===== src/rtl/result_stream_reader.sv =====
// Drains multi-word dot-product results from mem3 and
// presents each reassembled value on a valid/ready stream.
module result_stream_reader #(
  parameter int DATA_WIDTH       = 8,
  parameter int VECTOR_WIDTH     = 4,
  parameter int RESULT_WIDTH     = 2*DATA_WIDTH+$clog2(VECTOR_WIDTH),
  parameter int MEM3_ADDR_WIDTH  = 4,
  parameter int WORDS_PER_RESULT = (RESULT_WIDTH+DATA_WIDTH-1)/DATA_WIDTH
) (
  input  logic                       clk,
  input  logic                       rst_n,
  input  logic                       start,
  input  logic [MEM3_ADDR_WIDTH-1:0] base_addr,
  input  logic [MEM3_ADDR_WIDTH-1:0] num_results,
  output logic                       busy,
  output logic                       done,
  output logic                       rd_en,
  output logic [MEM3_ADDR_WIDTH-1:0] rd_addr,
  input  logic [DATA_WIDTH-1:0]      rd_data,
  output logic [RESULT_WIDTH-1:0]    res_data,
  output logic                       res_valid,
  input  logic                       res_ready,
  output logic [MEM3_ADDR_WIDTH-1:0] results_sent
);

  localparam int AW    = MEM3_ADDR_WIDTH;
  localparam int IDX_W =
    (WORDS_PER_RESULT > 1) ? $clog2(WORDS_PER_RESULT) : 1;
  localparam logic [IDX_W-1:0] LAST_IDX =
    IDX_W'(WORDS_PER_RESULT-1);

  typedef enum logic [2:0] {
    IDLE, ISSUE, CAPTURE, PRESENT, DONE
  } state_t;

  state_t              state, state_n;
  logic [AW-1:0]       ptr, ptr_n;
  logic [AW-1:0]       num_q, num_n;
  logic [AW-1:0]       rd_addr_n, sent_n;
  logic [IDX_W-1:0]    idx, idx_n;
  logic [RESULT_WIDTH-1:0] res_data_n;

  always_comb begin
    state_n    = state;
    ptr_n      = ptr;
    num_n      = num_q;
    idx_n      = idx;
    rd_addr_n  = rd_addr;
    sent_n     = results_sent;
    res_data_n = res_data;
    unique case (1'b1)
      state == IDLE: begin
        if (start) begin
          if (num_results != '0) begin
            state_n = ISSUE;
            ptr_n   = base_addr;
            num_n   = num_results;
            sent_n  = '0;
            idx_n   = '0;
          end else begin
            state_n = DONE;
          end
        end
      end
      state == ISSUE: begin
        ptr_n   = ptr + 1'b1;
        state_n = CAPTURE;
      end
      state == CAPTURE: begin
        // Slice beyond RESULT_WIDTH in the last word is dropped
        for (int b = 0; b < RESULT_WIDTH; b++) begin
          if (b / DATA_WIDTH == int'(idx))
            res_data_n[b] = rd_data[b % DATA_WIDTH];
        end
        if (idx == LAST_IDX) begin
          idx_n   = '0;
          state_n = PRESENT;
        end else begin
          idx_n   = idx + 1'b1;
          state_n = ISSUE;
        end
      end
      state == PRESENT: begin
        if (res_ready) begin
          sent_n  = results_sent + 1'b1;
          state_n = (sent_n == num_q) ? DONE : ISSUE;
        end
      end
      state == DONE: begin
        state_n = IDLE;
      end
      default: state_n = IDLE;
    endcase
    if (state_n == ISSUE)
      rd_addr_n = (state == IDLE) ? base_addr : ptr;
  end

  always_ff @(posedge clk or negedge rst_n) begin
    if (!rst_n) begin
      state        <= IDLE;
      ptr          <= '0;
      num_q        <= '0;
      idx          <= '0;
      rd_addr      <= '0;
      results_sent <= '0;
      res_data     <= '0;
      rd_en        <= 1'b0;
      res_valid    <= 1'b0;
      done         <= 1'b0;
      busy         <= 1'b0;
    end else begin
      state        <= state_n;
      ptr          <= ptr_n;
      num_q        <= num_n;
      idx          <= idx_n;
      rd_addr      <= rd_addr_n;
      results_sent <= sent_n;
      res_data     <= res_data_n;
      rd_en        <= (state_n == ISSUE);
      res_valid    <= (state_n == PRESENT);
      done         <= (state_n == DONE);
      busy         <= (state_n != IDLE);
    end
  end

endmodule


===== config.mk =====
export PLATFORM = sky130hd
export DESIGN_NAME = result_stream_reader
export DESIGN_NICKNAME = d
export VERILOG_FILES = /design/src/rtl/result_stream_reader.sv
export SDC_FILE = /design/constraint.sdc
export NUM_CORES = 1
export LEC_CHECK = 0
export ABC_AREA = 1
export CAP_MARGIN = 10
export CORE_UTILIZATION = 45
export DETAILED_ROUTE_END_ITERATION = 8
export DONT_BUFFER_PORTS = 1
export GPL_ROUTABILITY_DRIVEN = 0
export GPL_TIMING_DRIVEN = 1
export PLACE_DENSITY_LB_ADDON = 0.12
export SLEW_MARGIN = 20
export SYNTH_ARGS = -nofsm -noshare
export SYNTH_HDL_FRONTEND = slang
export SYNTH_SLANG_ARGS = --single-unit

===== constraint.sdc =====
create_clock -name clk -period 2.1 [get_ports clk]
set_input_delay 0.21 -clock clk [delete_from_list [all_inputs] [get_ports clk]]
set_output_delay 0.21 -clock clk [all_outputs]
set_load 0.02 [all_outputs]

==> flow_summary.toml, run 1 <==
[drt]
wl_met1_mm = 1.82
firstDrtPassIters = 4
final_antenna_net_count = 0
route.met3.wl_um = 210
drc_errors = 0
dr.first_iter.drc_count = 93
viasPerCell = 4.95
vias = 1417
met2WireLength_mm = 1.77
drt-wirelength-per-cell_um = 13.4
highest_layer = "met4"
routed_wl_mm = 3.83

[sta]
setup-tns-final_ns = 0
max_freq_mhz = 641
slew-limit-headroom_pct = 74.4
setup_viol = 0
rsz0062_at_grt = "false"
clock_skew_ns = 0.00547
finalMaxSlewViolations = 0
finalHoldViolCount = 0
min_period_ns = 1.56
worst_pin_slew_ns = 0.384
period_share_pct = 74.3

[power_and_ir_drop]
p_leak_nw = 1.12
combPwrFrac_pct = 34.3
p_int_mw = 1.94
p_sw_mw = 1.57
p_sw_share_pct = 44.7
clockPowerShare_pct = 16.3
power_density_mw_per_mm2 = 1580
vdd_drop_max_uv = 743
p_seq_share_pct = 49.5

[logic_synthesis]
yosysSeqAreaShare_pct = 53.1
yosys_register_bits = 43
ys.warnings.count = 0
synthDistinctLibCells = 26
netlist_instances = 225
synth_area_mm2 = 0.00203
syn_nets = 247
syn-mean-instance-area_um2 = 9.00

[min_path]
hold_end = "res_data[15]"
hold_class = "in2reg"
min-delay-start = "rd_data[7]"
hold_depth = 2

[global_route]
grt_max_degree = 44
antenna_found_initial = 0
grt_use_total_pct = 17.5
grt_pass1_wl_mm = 6.49
overflow = 0
grt_pass1_vias = 1361

[floorplanning]
rows = 24
dieArea_mm2 = 0.00477
start_util_pct = 46.5
dieHeight_um = 69.1
die_width_um = 69.1
core_area_mm2 = 0.00435
ios = 50

[setup_path]
r2r_start = "results_sent[0]"
r2r_cells = 9
cp.arrival_ns = 1.75
cp_max_fo = 7
rr_endpoint = "rd_addr[0]"
crit_path_start_kind = "register"
path_class = "reg2reg"
cp_data_required_time_ns = 2.29
rrSetupSlack_ns = 0.54
worstSetupEndpointType = "register"

[clocking]
cts_tree = "built"
cts_buffer_depth = 2
cts-root-buf = "clkbuf_8"
clk_pin_slew_ns = 0.08
cts_buffers = 5
clock_sinks = 43
cts_resized = 0
htreeDepth = 2
ctsHoldBuffers = 2
postCtsSetupBuffers = 0
clock_latency_ns = 0.29

[layout]
nets = 255
seq_area_mm2 = 0.00108
drive_gt1_share_pct = 16.7
multi_input_area_um2 = 767
fillers = 407
area_growth_pct = 9.39
fin_util_pct = 50.9
diodes = 0

[flow_run]
maxCapViolCount = 0

[status]
status = "complete, no violations"

[placement]
post-dp-hpwl_mm = 2.70
io_buffers = 0
power groups by stage:
stage / clock (mW) / combinational, mW / sequential, mW
final: 0.570 / 1.20 / 1.73
after detailed placement: 0 / 1.19 / 1.75
after global routing: 0.622 / 1.40 / 1.78
after global placement: 0 / 1.17 / 1.75
after floorplan: 0 / 0.993 / 1.70
after CTS: 0.594 / 1.22 / 1.74
cells in the final DEF, fill, tap and decap left out:
cell type       n
nor2_1          6
dfrtp_1        43
o21ai_1         8
o22ai_1         3
o211ai_1        3
nand3_1        16
inv_1          36
clkbuf_8        7
nand2_1        56
dlygate4sd3_1   1
ha_1            2
mux2_2          2
nand3_4         2
buf_16          1
nand2_4         3
buf_4           2
clkbuf_1        1
nor2_4          3
nor2_2          1
xnor2_1         1
nand4_1         3
nor3_2          1
o21ai_2         8
o21ai_0        13
clkinv_2        1
a21oi_1         2
nand2_2         4
inv_2           4
xor2_1          1
worst max-delay path by stage:
| stage | from | end | depth (start not counted) |
|---|---|---|---|
| after floorplan | results_sent[0] | busy | 9 |
| after global placement | results_sent[0] | busy | 9 |
| after detailed placement | results_sent[0] | rd_addr[0] | 9 |
| after CTS | results_sent[0] | rd_addr[0] | 9 |
| after global routing | results_sent[0] | busy | 9 |
| final | results_sent[0] | rd_addr[0] | 9 |
state kept, by name, indices dropped and copies added, names as in the netlist:
| register | cells |
|---|---|
| ptr | 4 |
| idx | 2 |
| rd_addr | 4 |
| res_valid | 1 |
| rd_en | 1 |
| state | 3 |
| busy | 1 |
| res_data | 18 |
| num_q | 4 |
| done | 1 |
| results_sent | 4 |
cell families after synthesis:
group                      Yosys count  synth area share [%]
and+or+nand+nor                     95                  23.5
buffers and inverters               44                  9.02
DFF                                 43                  53.1
AOI/OAI and AO/OA                   37                  11.2
xor gates and xnor gates             2                 0.865
muxes                                2                  1.11
adders and majority gates            2                  1.24
per-stage QoR:
stage	power, mW	setup WS, ns	area, um^2	cells	hold slack, ns
finish	3.50	0.539	2220	286	0.0740
floorplan	2.70	0.518	2030	225	-0.0856
global route	3.80	0.384	2220	286	0.0587
CTS	3.55	0.540	2220	286	0.0645
global placement	2.92	0.569	2080	276	-0.0846
detailed placement	2.94	0.557	2080	276	-0.0846
cell usage after synthesis, drive strengths merged:
cell / count / share of area (%)
nor2: 10 / 3.1
nand2: 63 / 13
nand4: 3 / 0.93
ha: 2 / 1.2
a21oi: 2 / 0.49
xor2: 1 / 0.43
nand3: 18 / 5.7
o22ai: 3 / 0.93
clkinv: 1 / 0.25
buf: 3 / 1.4
o211ai: 3 / 1.1
o21ai: 29 / 8.6
mux2: 2 / 1.1
dfrtp: 43 / 53
nor3: 1 / 0.49
xnor2: 1 / 0.43
inv: 40 / 7.4
worst max-delay path: stages, from the launching register on:
cell and delay (ns):
dfrtp_1 0.38, ha_1 0.31, a21oi_1 0.14, nand3_1 0.09
nor2_1 0.10, nand2_1 0.10, nand2_2 0.09, nand2_4 0.08
nand3_1 0.11, nand2_1 0.06
routing by layer:
metal	GRT usage [%]	up-vias
li1	-	728
met1	23.1	651
met2	26.6	36
met3	6.14	2
met4	6.12	0
met5	0	-
final cells by class:
class	count	share of cell area (%)
multi-input cells	138	34.6
flip-flops and latches	43	48.6
inverters	41	7.00
well taps	52	2.94
clock buffers	8	4.52
repair buffers	4	2.37
(Power assumes the default switching activity.)
==> run 2: changes to the inputs <==
==> constraint.sdc (replaced) <==
create_clock -name clk -period 1.5 [get_ports clk]
set_input_delay 0.15 -clock clk [delete_from_list [all_inputs] [get_ports clk]]
set_output_delay 0.15 -clock clk [all_outputs]
set_load 0.02 [all_outputs]
==> flow_summary.toml, run 2 (synthesized netlist as in run 1, its figures left out) <==
[sta]
fin_ws_ns = 0.0138
setup_viol = 0
period_share_pct = 99.1
finalHoldViolCount = 0
setup-tns-final_ns = 0
slew-limit-headroom_pct = 81.8
max_freq_mhz = 673
rsz0062_at_grt = "true"
hold_ws_ns = 0.00763
clock_skew_ns = 0.00805
finalMaxSlewViolations = 0
worst_pin_slew_ns = 0.271
min_period_ns = 1.49

[layout]
top_register = "res_data"
mostFrequentLayoutCells = "nand2_1 (56), dfrtp_1 (41), inv_1 (33), nand3_1 (16), o21ai_0 (13)"
drive_gt1_share_pct = 22.3
final_area_mm2 = 0.00230
area_growth_pct = 13.5
largest_reg_flops = 18
layout_commonest_cell = "nand2_1"
nets = 263
diodes = 0

[setup_path]
worstSetupEndpoint = "rd_addr[2]"
worstSetupEndpointType = "register"
cp.arrival_ns = 1.67
rr_endpoint = "rd_addr[2]"
crit_path_start_kind = "register"
crit_start = "results_sent[0]"
r2r_cells = 11
rrSetupSlack_ns = 0.01
cp_data_required_time_ns = 1.69
path_class = "reg2reg"
cp_max_fo = 7
r2r_start = "results_sent[0]"

[global_route]
overflow = 0
grt_use_total_pct = 18.0
grt_pass1_vias = 1475
grt_max_degree = 44
grt_pass1_wl_mm = 6.74
antenna_found_initial = 0

[floorplanning]
ios = 50
dieHeight_um = 69.1
die_width_um = 69.1
start_util_pct = 46.5
core_area_mm2 = 0.00435
dieArea_mm2 = 0.00477
rows = 24

[drt]
routed_wl_mm = 3.79
met2WireLength_mm = 1.75
drt-wirelength-per-cell_um = 12.9
vias = 1450
route.met3.wl_um = 204
drc_errors = 0
final_antenna_net_count = 0
wl_met1_mm = 1.76
highest_layer = "met4"
firstDrtPassIters = 4
dr.first_iter.drc_count = 47
viasPerCell = 4.93

[clocking]
cts-root-buf = "clkbuf_8"
clk_pin_slew_ns = 0.08
cts_tree = "built"
cts_buffer_depth = 2
clock_sinks = 43
clock_latency_ns = 0.29
htreeDepth = 2
cts_buffers = 5

[power_and_ir_drop]
p_leak_nw = 1.16
power_density_mw_per_mm2 = 2170
vdd_drop_max_uv = 1080

[status]
status = "complete, no violations"

[placement]
post-dp-hpwl_mm = 2.68
io_buffers = 0
dpl_cell_area_mm2 = 0.00215
pre_cts_ws_ns = 0.00888

[flow_run]
maxCapViolCount = 0

[min_path]
hold_class = "in2reg"
run 2: cell types whose count changed in the layout (fill, tap and decap cells not counted):
cell / before / now
buf_4: 2 / 9
nor2_2: 1 / 2
ha_4: 0 / 1
ha_1: 2 / 1
nor2_1: 6 / 5
dlygate4sd3_1: 1 / 2
a21oi_2: 0 / 1
a21oi_1: 2 / 1
dfrtp_2: 0 / 2
inv_1: 36 / 33
inv_2: 4 / 7
dfrtp_1: 43 / 41
run 2: layout make-up:
type / instances / area [um^2]
clock buffer: 8 / 100
fill: 422 / 2050
inverter: 41 / 155
multi-input combinational: 138 / 786
sequential: 43 / 1080
tap: 52 / 65.1
timing repair buffer: 12 / 115
run 2: per-stage QoR:
step           std cells  total power, mW  utilization (%)
6_report             294             4.99             52.8
5_1_grt              294             5.42             52.8
4_1_cts              293             5.04             52.5
3_5_place_dp         283             4.18             49.3
3_3_place_gp         283             4.14             49.3
2_1_floorplan        225             3.79                -
run 2: worst max-delay path: stages, from the launching register on:
cell and delay [ns]:
dfrtp_2 0.43, buf_4 0.16, nand3_1 0.09, nand2_1 0.07, nand3_1 0.08, nand2_1 0.06, nand2_1 0.11, nand2_2 0.07
nand2_4 0.11, nand2_4 0.07, nand2_1 0.06, nand2_1 0.06
run 2: worst min path at each step:
| stage | startpoint | to | slack (ns) | cells past startpoint |
|---|---|---|---|---|
| floorplan | rst_n | busy | -0.15 | 0 |
| global placement | rst_n | results_sent[2] | -0.14 | 0 |
| detailed placement | rst_n | results_sent[2] | -0.14 | 0 |
| CTS | base_addr[2] | ptr[2] | 0.00002 | 2 |
| global route | rd_data[4] | res_data[12] | 0.006 | 2 |
| finish | base_addr[2] | ptr[2] | 0.008 | 2 |
run 2: routing by layer:
metal | vias up | GRT usage (%)
li1 | 746 | -
met1 | 662 | 22.3
met2 | 34 | 29.0
met3 | 8 | 5.26
met4 | 0 | 8.16
met5 | - | 0
run 2: power breakdown:
group / leakage [nW] / total [mW] / switching, mW / internal, mW
logic: 0.573 / 1.76 / 1.07 / 0.690
registers: 0.534 / 2.42 / 0.757 / 1.67
clock network: 0.0515 / 0.804 / 0.383 / 0.420
total: 1.16 / 4.99 / 2.21 / 2.78
run 2: what timing repair did:
item | 4_1_cts | 5_1_grt
setup endpoints to repair | 1 | 9
resized for setup | 3 | 2
setup buffers | 0 | 0
hold endpoints to repair | 43 | 1
hold buffers | 2 | 1
